**src/rtl/adc_frame_packetizer.sv**
```systemverilog
// ADC frame packetizer: wraps PAYLOAD_LEN FIFO bytes in a
// SYNC/SEQ/LEN/payload/CHK/EOD frame for the UART transmitter.
module adc_frame_packetizer #(
  parameter int          PAYLOAD_LEN    = 1024,
  parameter logic [7:0]  SYNC_BYTE      = 8'hA5,
  parameter logic [7:0]  EOD_BYTE       = 8'h0A,
  parameter int          TIMEOUT_CYCLES = 1000000
) (
  input  logic       Clock,
  input  logic       Reset,
  input  logic       Start,
  input  logic [7:0] FifoData,
  input  logic       FifoEmpty,
  output logic       FifoRead,
  input  logic       TxBusy,
  output logic [7:0] TxData,
  output logic       TxWrite,
  output logic       Busy,
  output logic [7:0] SeqNum,
  output logic       Underrun
);

  localparam int          TW      = $clog2(TIMEOUT_CYCLES + 1);
  localparam logic [15:0] LEN     = 16'(PAYLOAD_LEN);
  localparam logic [TW-1:0] TO_LAST = TW'(TIMEOUT_CYCLES - 1);

  typedef enum logic [3:0] {
    IDLE, SYNC, SEQ, LENH, LENL, FETCH,
    LATCH, DATA, CHK, EOD, WAITTX
  } state_t;

  state_t          state;
  state_t          ret_state;
  state_t          tx_next;
  logic [1:0]      wait_cnt;
  logic [7:0]      chk_sum;
  logic [15:0]     byte_cnt;
  logic [TW-1:0]   to_cnt;
  logic [7:0]      data_q;
  logic            lat_ph;
  logic            armed;
  logic            emit;
  logic [7:0]      tx_byte;
  logic            last_byte;

  assign last_byte = (byte_cnt + 16'd1) == LEN;

  // byte and follow-on state for whichever emitting state is active
  always_comb begin
    emit    = 1'b0;
    tx_byte = 8'h00;
    tx_next = IDLE;
    case (state)
      SYNC: begin
        emit    = 1'b1;
        tx_byte = SYNC_BYTE;
        tx_next = SEQ;
      end
      SEQ: begin
        emit    = 1'b1;
        tx_byte = SeqNum;
        tx_next = LENH;
      end
      LENH: begin
        emit    = 1'b1;
        tx_byte = LEN[15:8];
        tx_next = LENL;
      end
      LENL: begin
        emit    = 1'b1;
        tx_byte = LEN[7:0];
        tx_next = FETCH;
      end
      DATA: begin
        emit    = 1'b1;
        tx_byte = data_q;
        tx_next = last_byte ? CHK : FETCH;
      end
      CHK: begin
        emit    = 1'b1;
        tx_byte = Underrun ? ~chk_sum : chk_sum;
        tx_next = EOD;
      end
      EOD: begin
        emit    = 1'b1;
        tx_byte = EOD_BYTE;
        tx_next = IDLE;
      end
      default: ;
    endcase
  end

  always_ff @(posedge Clock or posedge Reset) begin
    if (Reset) begin
      state     <= IDLE;
      ret_state <= IDLE;
      wait_cnt  <= 2'd0;
      chk_sum   <= 8'h00;
      byte_cnt  <= 16'd0;
      to_cnt    <= '0;
      data_q    <= 8'h00;
      lat_ph    <= 1'b0;
      armed     <= 1'b0;
      FifoRead  <= 1'b0;
      TxData    <= 8'h00;
      TxWrite   <= 1'b0;
      Busy      <= 1'b0;
      SeqNum    <= 8'h00;
      Underrun  <= 1'b0;
    end else begin
      // Start on the first edge after reset release is not taken
      armed    <= 1'b1;
      FifoRead <= 1'b0;
      TxWrite  <= 1'b0;
      if (emit && !TxBusy) begin
        TxData    <= tx_byte;
        TxWrite   <= 1'b1;
        ret_state <= tx_next;
        wait_cnt  <= 2'd0;
        state     <= WAITTX;
        if (state == DATA) begin
          chk_sum  <= chk_sum + data_q;
          byte_cnt <= byte_cnt + 16'd1;
        end
      end else begin
        case (state)
          IDLE: begin
            if (Start && armed) begin
              state    <= SYNC;
              Busy     <= 1'b1;
              Underrun <= 1'b0;
              chk_sum  <= 8'h00;
              byte_cnt <= 16'd0;
              to_cnt   <= '0;
            end
          end
          FETCH: begin
            if (!FifoEmpty) begin
              FifoRead <= 1'b1;
              to_cnt   <= '0;
              lat_ph   <= 1'b0;
              state    <= LATCH;
            end else if (to_cnt == TO_LAST) begin
              Underrun <= 1'b1;
              to_cnt   <= '0;
              state    <= CHK;
            end else begin
              to_cnt <= to_cnt + 1'b1;
            end
          end
          // FifoRead is registered, so data lands one cycle later
          LATCH: begin
            if (!lat_ph) begin
              lat_ph <= 1'b1;
            end else begin
              lat_ph <= 1'b0;
              data_q <= FifoData;
              state  <= DATA;
            end
          end
          // hold off until the UART has had time to raise TxBusy
          WAITTX: begin
            if (wait_cnt != 2'd2) begin
              wait_cnt <= wait_cnt + 2'd1;
            end else if (!TxBusy) begin
              state <= ret_state;
              if (ret_state == IDLE) begin
                Busy   <= 1'b0;
                SeqNum <= SeqNum + 8'd1;
              end
            end
          end
          default: ;
        endcase
      end
    end
  end

endmodule

```
**config.mk**
```make
export PLATFORM = sky130hd
export DESIGN_NAME = adc_frame_packetizer
export DESIGN_NICKNAME = d
export VERILOG_FILES = /design/src/rtl/adc_frame_packetizer.sv
export SDC_FILE = /design/constraint.sdc
export NUM_CORES = 1
export LEC_CHECK = 0
export BUFFER_PORTS_ARGS = -buffer_cell sky130_fd_sc_hd__buf_2
export CAP_MARGIN = 20
export CORE_MARGIN = 1
export CORE_UTILIZATION = 60
export DETAILED_ROUTE_END_ITERATION = 8
export PLACE_DENSITY = 0.77
export SYNTH_ARGS = -nofsm -noshare
export SYNTH_HDL_FRONTEND = slang
export SYNTH_SLANG_ARGS = --single-unit
```
**constraint.sdc**
```tcl
create_clock -name Clock -period 4.1 [get_ports Clock]
set_clock_uncertainty 0.1 [all_clocks]
set_input_delay 0.615 -clock Clock [delete_from_list [all_inputs] [get_ports Clock]]
set_output_delay 0.615 -clock Clock [all_outputs]
set_load 0.02 [all_outputs]
```
==> results of run 1 <==
## cell families after synthesis
| family | count (synthesis) | synth area share [%] |
|---|---|---|
| simple gates | 213 | 22.40 |
| other cells | 1 | 0.07544 |
| mux | 17 | 3.650 |
| fa+ha+maj | 12 | 3.171 |
| xor+xnor | 30 | 5.286 |
| flops | 84 | 42.29 |
| buf+inv | 46 | 3.675 |
| compound gates | 149 | 19.46 |
## worst max-delay path, delay by kind of cell (launching register included)
kind	cells	cell delay [ns]
compound gates	1	0.09
buf+inv	1	0.29
flops	1	0.93
simple gates	3	1.48
## layout by cell type, fill, tap and decap left out, types with 10 or more instances in the layout
cell,synthesis,layout
inv_1,15,14
nand2_1,49,49
a22o_1,16,16
o21ai_0,47,47
a21oi_1,26,26
buf_2,4,32
xnor2_1,23,23
and2_1,10,10
dfrtp_1,84,84
nor2_1,41,41
ha_1,11,11
nand3_1,28,28
nand4_1,12,12
nor3_1,15,15
## worst max-delay path by stage
stage                               startpoint                     end  slack, ns  cells past startpoint
final                     state[1]$_DFFE_PP0P_  chk_sum[6]$_DFFE_PP0P_       1.13                      5
after global routing      state[1]$_DFFE_PP0P_  chk_sum[6]$_DFFE_PP0P_       0.89                      5
after CTS                 state[1]$_DFFE_PP0P_  chk_sum[7]$_DFFE_PP0P_       1.23                      5
after detailed placement  state[1]$_DFFE_PP0P_  chk_sum[7]$_DFFE_PP0P_       1.27                      5
after global placement    state[1]$_DFFE_PP0P_  chk_sum[6]$_DFFE_PP0P_       1.38                      5
after floorplan                          Reset        Busy$_DFFE_PP0P_       1.22                      1
## per-stage QoR
step | setup WS (ns) | cell area [um^2] | cells | util, % | total power [W]
floorplan | 1.220 | 4971 | 552 | - | 0.001826
global placement | 1.376 | 5185 | 661 | 65.74 | 0.002003
detailed placement | 1.266 | 5185 | 661 | 65.74 | 0.002032
CTS | 1.226 | 5390 | 676 | 68.34 | 0.002665
global route | 0.8863 | 5390 | 676 | 68.34 | 0.002844
finish | 1.134 | 5390 | 676 | 68.34 | 0.002671
## report_power, final
part           switching [W]  internal [W]  total (W)
registers           0.000279      0.000977    0.00126
clock network       0.000297      0.000338   0.000635
logic               0.000444      0.000336   0.000780
## routing by layer
layer	part of all wire, %	vias to the layer above	global-route usage (%)
met5	0	-	0
li1	-	2055	-
met2	47	127	43.93
met1	47	2074	38.84
met4	1.7	0	8.846
met3	4.2	18	5.203
## sequential cells by signal, summed over array words and instances (netlist names), 2 cells and up
name and count:
TxData 8, state 4, data_q 8, ret_state 4, to_cnt 20, wait_cnt 2
byte_cnt 16, chk_sum 8, SeqNum 8
## layout make-up
class / instances / area, um^2 / share of cell area [%]
Inverter: 15 / 57.56 / 1.068
Multi-Input combinational cell: 422 / 2693 / 49.95
Tap cell: 102 / 127.6 / 2.368
Timing Repair Buffer: 38 / 205.2 / 3.807
Clock buffer: 10 / 127.6 / 2.368
Sequential cell: 84 / 2102 / 39.00
Clock inverter: 5 / 77.57 / 1.439
==> results.md, run 1 <==
- Status: completed
- Top cells by area, synth: dfrtp_1 (42%), o21ai_0 (4.7%), xnor2_1 (4.1%)
- Worst Path Max Fanout: 31
- Number of synthesized flops with an enable pin: 0
- RSZ-0062 raised after global routing: no
- Critical path class: flop to flop
- CTS resizes: 0
- Syn-to-layout area delta: 8.432%
- Clock slew at reported path FFs: 0.09 ns
- Cell with the most instances after synthesis: dfrtp_1
- Share of cells above drive strength 1: 12.20%
- Postcts setup bufs: 0
- Vias: 4,274
- Final Max Slew Viols: 0
- CTS root buffer: clkbuf_8
- Fill cells: 638
- Largest net degree at the start of global routing: 35
- Initial Util: 63.02%
- Ys flop type: dfrtp_1
- Later-pin clock latency in the skew report: 0.36 ns
- Post-synth top area share: 42.29%
- Max-cap violations: 0
- Ys Warns: 0
- DP HPWL: 7921 um
- CTS sink count: 84
- Max H-tree Level: 3
- Asr flop ratio synth: 100.0%
- Core Footprint: 7888 um^2
- Clock Path Buffers: 2
- Antenna viol nets, final: 0
- FP Rows: 32
- Synthesized area per cell: 9.005 um^2
- Pwr dens: 495.5 nW/um^2
- Tightest Pin Transition: 0.9168 ns
- Die Area: 8653 um^2
- Slowest stage delay, CP: 0.98 ns
- Min Tclk post-route: 2.966 ns
- Die W: 93.02 um
- Final wirelength: 11,220 um
- Worst hold slack: 0.09288 ns
- Slew margin rel.: 38.88%
- Overflow after GRT: 0
- Final hold violation count: 0
- Die H: 93.02 um
- Crit path DAT: 3.17 ns
- Final setup viols: 0
- Syn Nets: 577
- CTS tree: done
- Top Ports: 33
- Vias in the first global route: 3,965
- CP Data Required Time: 4.30 ns
- Worst reg2reg path depth: 5
- Reg2reg start: state[1]$_DFFE_PP0P_
- CP Launch Type: flop
- Placer Congestion: 0.9467
- Max Freq: 337.1 MHz
- R2r setup slk: 1.13 ns
- Router iterations before antenna repair: 5
- Reg2reg end: chk_sum[6]$_DFFE_PP0P_
- Seq/Total Area, Yosys: 42.29%
- CTS buffer count: 9
- Post-synth top area cell: dfrtp_1
- DR vias/cell: 6.322
- Synth Cell Area: 4971 um^2
- First-iteration detailed-routing DRC count: 390
- CP cell instances: inv_1 > or4_1 > nor4b_1 > a211oi_1 > nand2_1
- Initial antenna violation count: 0
- Nets: 595
- Diode count: 0
- # hold bufs at CTS: 0
- Slowest-stage cell, CP: or4_1
- Synth cell count leaders: dfrtp_1 (84), nand2_1 (49), o21ai_0 (47), nor2_1 (41), nand3_1 (28)
- Drc violations: 0
- Hold Crit Class: primary input to asynchronous set/reset pin
- Final Cycle Share: 72.34%
- Synth Register Bits: 84
- VDD IR max: 0.2499 mV
- All-Layer GR Usage: 27.79%
- Cells after Synth: 552
- Number of port buffers: 32
- First-pass GRT wire length: 18,980 um
- Netlist cell types: 68
- Setup TNS: 0 ns
- Crit end category: flop
- Pleak: 2.383 nW
- Drt wl/cell: 16.59 um
Note: power is estimated with default switching activity, not from simulation.
==> run 2, diff against run 1 <==
Settings changed: ABC_AREA set to 1.
Clock period 4.1 ns to 3.1 ns, I/O delays scaled along.
==> results.md, run 2 <==
- Status: completed
- Largest regs: to_cnt (20), byte_cnt (16)
- Vias: 4,016 (-6.0%)
- Reg2reg end: byte_cnt[1]$_DFFE_PP0P_
- Final Instance Area: 5226 um^2 (-3.0%)
- Largest net degree at the start of global routing: 57 (+63%)
- CP Launch Type: flop
- Most frequent cells in the layout: nand2_1 (148), dfrtp_1 (84), inv_1 (62), nor2_1 (52), o21ai_0 (33)
- Drt wl/cell: 14.63 um (-12%)
- VDD IR max: 0.6182 mV (+150%)
- Top cells by area, synth: dfrtp_1 (45%), nand2_1 (12%), inv_1 (5.0%)
- Clock slew at reported path FFs: 0.09 ns (about the same)
- Core Footprint: 7408 um^2 (-6.1%)
- RSZ-0062 raised after global routing: no
- Post-synth top area share: 44.80% (+2.5 points)
- Syn-to-layout area delta: 11.39%
- Slew margin rel.: 66.06% (+27 points)
- Clock Path Buffers: 2 (unchanged)
- Setup TNS: 0 ns (unchanged)
- M1 wire length: 4781 um (-10%)
- Netlist cell types: 49 (-28%)
- Min Tclk post-route: 2.324 ns (-0.6422 ns)
- CTS buffer count: 9 (unchanged)
- First-pass GRT wire length: 17,620 um (-7.2%)
- Pwr dens: 921.3 nW/um^2 (+86%)
- Asr flop ratio synth: 100.0% (unchanged)
- Placer Congestion: 0.9173 (-3.1%)
- Synth cell count leaders: nand2_1 (148), dfrtp_1 (84), inv_1 (63), nor2_1 (52), o21ai_0 (33)
- DP HPWL: 7620 um (-3.8%)
- Cell with the most instances after synthesis: nand2_1
- Largest register FFs: 20 (unchanged)
- Max-cap violations: 0 (unchanged)
- CTS root buffer: clkbuf_8
- Max H-tree Level: 3 (unchanged)
- FP Rows: 31 (-3.1%)
- Worst reg2reg path depth: 10 (+5)
- Top Ports: 33 (unchanged)
- Highest Signal Layer: met4
- Die W: 90.43 um (-2.8%)
- Die Area: 8178 um^2 (-5.5%)
- CTS resizes: 0 (unchanged)
- Final Max Slew Viols: 0 (unchanged)
- Nets: 641 (+7.7%)
- Post-synth top area cell: dfrtp_1
- CTS tree: done
- All-Layer GR Usage: 27.42% (-0.37 points)
- R2r setup slk: 0.78 ns (-0.36 ns)
- Final wirelength: 10,520 um (-6.2%)
- First-iteration detailed-routing DRC count: 249 (-36%)
- Final hold violation count: 0 (unchanged)
- Reg2reg start: state[0]$_DFFE_PP0P_
- Critical path class: flop to flop
- Router iterations before antenna repair: 5 (unchanged)
- Diode count: 0 (unchanged)
- Ys flop type: dfrtp_1
- Initial Util: 63.33% (+0.31 points)
- Drc violations: 0 (unchanged)
- Synth Cell Area: 4692 um^2 (-5.6%)
- # hold bufs at CTS: 0 (unchanged)
- DR vias/cell: 5.586 (-12%)
- Hold Crit Class: primary input to asynchronous set/reset pin
- Pleak: 2.586 nW (+8.5%)
- Synth Register Bits: 84 (unchanged)
- Crit path DAT: 2.48 ns (-0.69 ns)
- Initial antenna violation count: 0 (unchanged)
- Placed cell areas: 4955 um^2 (-4.4%)
- Antenna viol nets, final: 0 (unchanged)
- Postcts setup bufs: 0 (unchanged)
- CTS sink count: 84 (unchanged)
- Later-pin clock latency in the skew report: 0.37 ns (about the same)
- Vias in the first global route: 3,820 (-3.7%)
- Max Freq: 430.3 MHz (+28%)
- Cells after Synth: 579 (+4.9%)
- WL met3: 492 um (+4.9%)
- Share of cells above drive strength 1: 14.52% (+2.3 points)
- Worst Path Max Fanout: 22 (-29%)
- Syn Nets: 604 (+4.7%)
- Commonest non-fill, non-tap cell in the layout: nand2_1
- Final Cycle Share: 74.96% (+2.6 points)
- Met2 routed WL: 4947 um (-5.5%)
- Slowest-stage cell, CP: dfrtp_1
- Crit end category: flop
- CP cell instances: inv_2 > nand2_1 > nor2_1 > nand3b_4 > nand2_4 > inv_4 > nand2_4 > nand2_2 > inv_2 > a22o_1
- Number of synthesized flops with an enable pin: 0 (unchanged)
- Seq/Total Area, Yosys: 44.80% (+2.5 points)
- Synthesized area per cell: 8.104 um^2 (-10%)
- Ys Warns: 0 (unchanged)
- Final setup viols: 0 (unchanged)
- Largest reg by FF count: to_cnt
- CP Data Required Time: 3.25 ns (-1.05 ns)
- Die H: 90.43 um (-2.8%)
- Number of port buffers: 32 (unchanged)
- Worst Setup SP: state[0]$_DFFE_PP0P_
- Slowest stage delay, CP: 0.44 ns (-0.54 ns)
- Tightest Pin Transition: 0.5086 ns (-0.4083 ns)
- Overflow after GRT: 0 (unchanged)
[run 2: worst max-delay path, delay by kind of cell (launching register included)]
kind,cells,cell delay [ns]
and+or+nand+nor,6,1.04
DFF,1,0.44
AOI/OAI and AO/OA,1,0.21
buffers and inverters,3,0.42
[run 2: per-layer routing]
layer	global-route usage, %	vias to the layer above
li1	-	1967
met3	5.724	30
met4	13.58	0
met5	0	-
met2	43.19	118
met1	36.13	1901
[run 2: cells by family (layout without fill, tap and decap cells)]
family / Yosys count / after routing / synth area share [%]
mux: 8 / 8 / 1.920
simple gates: 267 / 267 / 25.41
fa+ha+maj: 12 / 12 / 3.360
buf+inv: 82 / 123 / 7.147
xor+xnor: 27 / 27 / 5.040
compound gates: 98 / 98 / 12.24
other cells: 1 / 1 / 0.07992
flops: 84 / 84 / 44.80
[run 2: area by class of cell]
| cell class | count | area [um^2] |
|---|---|---|
| clock buffers | 11 | 151.4 |
| clock inverters | 4 | 120.1 |
| fillers | 583 | 2182 |
| inverters | 74 | 286.5 |
| multi-input cells | 413 | 2255 |
| flip-flops and latches | 84 | 2102 |
| well taps | 99 | 123.9 |
| repair buffers | 34 | 187.7 |
[run 2: worst max-delay path by stage]
stage | endpoint | cells past startpoint
floorplan | Busy$_DFFE_PP0P_ | 1
global placement | chk_sum[0]$_DFFE_PP0P_ | 10
detailed placement | byte_cnt[1]$_DFFE_PP0P_ | 10
CTS | byte_cnt[1]$_DFFE_PP0P_ | 10
global route | byte_cnt[9]$_DFFE_PP0P_ | 11
finish | byte_cnt[1]$_DFFE_PP0P_ | 10
[run 2: where the power goes]
part | internal [W] | leakage (nW) | switching, W | total, W
clock | 0.000657 | 0.136 | 0.000394 | 0.00105
combinational | 0.000708 | 1.37 | 0.00121 | 0.00192
sequential | 0.00147 | 1.08 | 0.000378 | 0.00184
[run 2: metrics by stage]
step                      hold slack [ns]  worst slack, ns  cells  power [W]  util [%]
after floorplan                    0.3488           0.3699    579   0.003253         -
after global placement             0.3694           0.9318    704   0.003666     66.88
after detailed placement           0.3676           0.8020    704   0.003735     66.88
after CTS                         0.01544           0.7729    719   0.004810     70.55
after global routing              0.04783           0.6354    719   0.005171     70.55
final                            0.005860           0.7761    719   0.004815     70.55
==> run 3, diff against run 2 <==
Settings changed: CORE_UTILIZATION 60 to 55, PLACE_DENSITY 0.77 to 0.75.
Clock period 3.1 ns to 1.9 ns, I/O delays scaled along.
==> results.md, run 3 (same netlist as run 2, synthesis figures left out) <==
- Largest register FFs: 20 (unchanged)
- DR vias/cell: 5.590 (about the same)
- Final Max Slew Viols: 0 (unchanged)
- CTS tree: done
- DP HPWL: 7616 um (about the same)
- Initial antenna violation count: 0 (unchanged)
- Max H-tree Level: 3 (unchanged)
- Initial Util: 57.10% (-6.2 points)
- Pwr dens: 1417 nW/um^2 (+54%)
- Antenna viol nets, final: 0 (unchanged)
- Drt wl/cell: 14.64 um (about the same)
- Hold Crit Class: primary input to flop
- Final setup viols: 0 (unchanged)
- Switching power: 0.003546 W (+79%)
- First-pass GRT wire length: 17,830 um (+1.2%)
- Number of port buffers: 32 (unchanged)
- First-iteration detailed-routing DRC count: 211 (-15%)
- Min Tclk post-route: 1.889 ns (-0.4346 ns)
- Commonest non-fill, non-tap cell in the layout: nand2_1
- Vias: 4,237 (+5.5%)
- Core Footprint: 8217 um^2 (+11%)
- Fill cells: 616 (+5.7%)
- Largest net degree at the start of global routing: 61 (+7.0%)
- Placed cell areas: 5125 um^2 (+3.4%)
- Final hold violation count: 0 (unchanged)
- RSZ-0062 raised after global routing: yes
- Status: completed
- Int Pwr: 0.004500 W (+59%)
- Pleak: 2.714 nW (+5.0%)
- Logic gate share of total power: 45.8% (+5.9 points)
- FP Rows: 33 (+6.5%)
- All-Layer GR Usage: 25.75% (-1.7 points)
- Max-cap violations: 0 (unchanged)
- Top Ports: 33 (unchanged)
- Clock slew at reported path FFs: 0.10 ns (about the same)
- CTS buffer count: 9 (unchanged)
- CTS root buffer: clkbuf_8
- Final wirelength: 11,100 um (+5.5%)
- Later-pin clock latency in the skew report: 0.36 ns (about the same)
- Die W: 94.36 um (+4.3%)
- Crit path DAT: 2.04 ns (-0.44 ns)
- Final Cycle Share: 99.43% (+24 points)
- CP Data Required Time: 2.05 ns (-1.20 ns)
- Worst Path Max Fanout: 7 (-68%)
- Worst hold slack: 0.01162 ns (+0.005757 ns)
- Die Area: 8904 um^2 (+8.9%)
- Most frequent cells in the layout: nand2_1 (137), dfrtp_1 (80), inv_1 (59), nor2_1 (41), buf_2 (32)
- Clock power frac: 16.8% (-5.0 points)
- Diode count: 0 (unchanged)
- Switching share of power: 44.07% (+2.9 points)
- VDD IR max: 0.8520 mV (+38%)
- Crit end category: flop
- Critical path class: flop to flop
- Max Freq: 529.3 MHz (+23%)
- Largest reg by FF count: to_cnt
- Router iterations before antenna repair: 5 (unchanged)
- Share of cells above drive strength 1: 25.73% (+11 points)
- Die H: 94.36 um (+4.3%)
- Syn-to-layout area delta: 21.01%
- Overflow after GRT: 0 (unchanged)
- Largest regs: to_cnt (20), byte_cnt (16)
- Vias in the first global route: 3,886 (+1.7%)
- Drc violations: 0 (unchanged)
- Nets: 673 (+5.0%)
- CTS sink count: 84 (unchanged)
- Sequential Power Share: 37.4% (-0.9 points)
- Placer Congestion: 0.9380 (+2.3%)
- Final Instance Area: 5678 um^2 (+8.6%)
- CP Launch Type: flop
- Clock Path Buffers: 2 (unchanged)
## run 3: final timing paths
path | startpoint | to | slack (ns) | cells after the start
worst max-delay path | byte_cnt[0]$_DFFE_PP0P_ | ret_state[0]$_DFFE_PP0P_ | 0.01 | 11
worst min-delay path | FifoEmpty | FifoRead$_DFF_PP0_ | 0.01 | 2
worst max register to register | byte_cnt[0]$_DFFE_PP0P_ | ret_state[0]$_DFFE_PP0P_ | 0.01 | 11
worst min register to register | TxData[5]$_DFFE_PP0P_ | TxData[5]$_DFFE_PP0P_ | 0.40 | 2
max in group asynchronous | Reset | byte_cnt[1]$_DFFE_PP0P_ | 0.81 | 4
min in group asynchronous | Reset | byte_cnt[15]$_DFFE_PP0P_ | 0.31 | 3
## run 3: stage by stage
step                util (%)  setup TNS [ns]  total power, W  setup WS [ns]  instances
finish                 69.10               0        0.008047        0.01078        758
global route           69.10         -0.8633        0.008616        -0.1149        758
CTS                    65.24               0        0.007630       0.003264        745
detailed placement     62.37         -0.1179        0.006247       -0.04822        728
global placement       62.37               0        0.006144        0.02164        728
floorplan                  -               0        0.005308        0.05920        579
## run 3: critical path, stage by stage (launching register included)
cell	delay (ns)
dfrtp_1	0.44
ha_4	0.19
nand3_4	0.08
nor2_4	0.18
nand3_1	0.13
xor2_1	0.17
nor2_1	0.15
nand3_2	0.11
nand2_2	0.08
nand2_1	0.05
nand2_1	0.06
nand2_1	0.05
## run 3: timing repair
| action | 4_1_cts | 5_1_grt |
|---|---|---|
| buffers inserted | 0 | 13 |
| pin swaps | 1 | 19 |
| setup endpoints to repair | 9 | 48 |
| resized for setup | 5 | 68 |
| hold buffers | 1 | 0 |
| endpoints found under the hold margin | 9 | 0 |
## run 3: per-layer routing
metal / track usage [%] / share of wire, % / vias to the layer above
li1: - / - / 2038
met1: 32.93 / 44 / 2037
met2: 43.60 / 49 / 133
met3: 3.543 / 3.9 / 29
met4: 11.15 / 3.2 / 0
met5: 0 / 0 / -
## run 3: layout make-up
| type | count | area, um^2 | area share [%] |
|---|---|---|---|
| well taps | 105 | 131.4 | 2.314 |
| flip-flops and latches | 84 | 2107 | 37.11 |
| multi-input cells | 413 | 2462 | 43.37 |
| clock inverters | 6 | 68.82 | 1.212 |
| repair buffers | 66 | 471.7 | 8.308 |
| inverters | 74 | 299.0 | 5.267 |
| clock buffers | 10 | 137.6 | 2.424 |
## run 3: power by group through the flow
stage	registers [W]	clock network (W)	logic, W
finish	0.00301	0.00135	0.00369
floorplan	0.00299	0	0.00232
detailed placement	0.00297	0	0.00327
global route	0.00309	0.00144	0.00409
global placement	0.00296	0	0.00318
CTS	0.00296	0.00136	0.00332
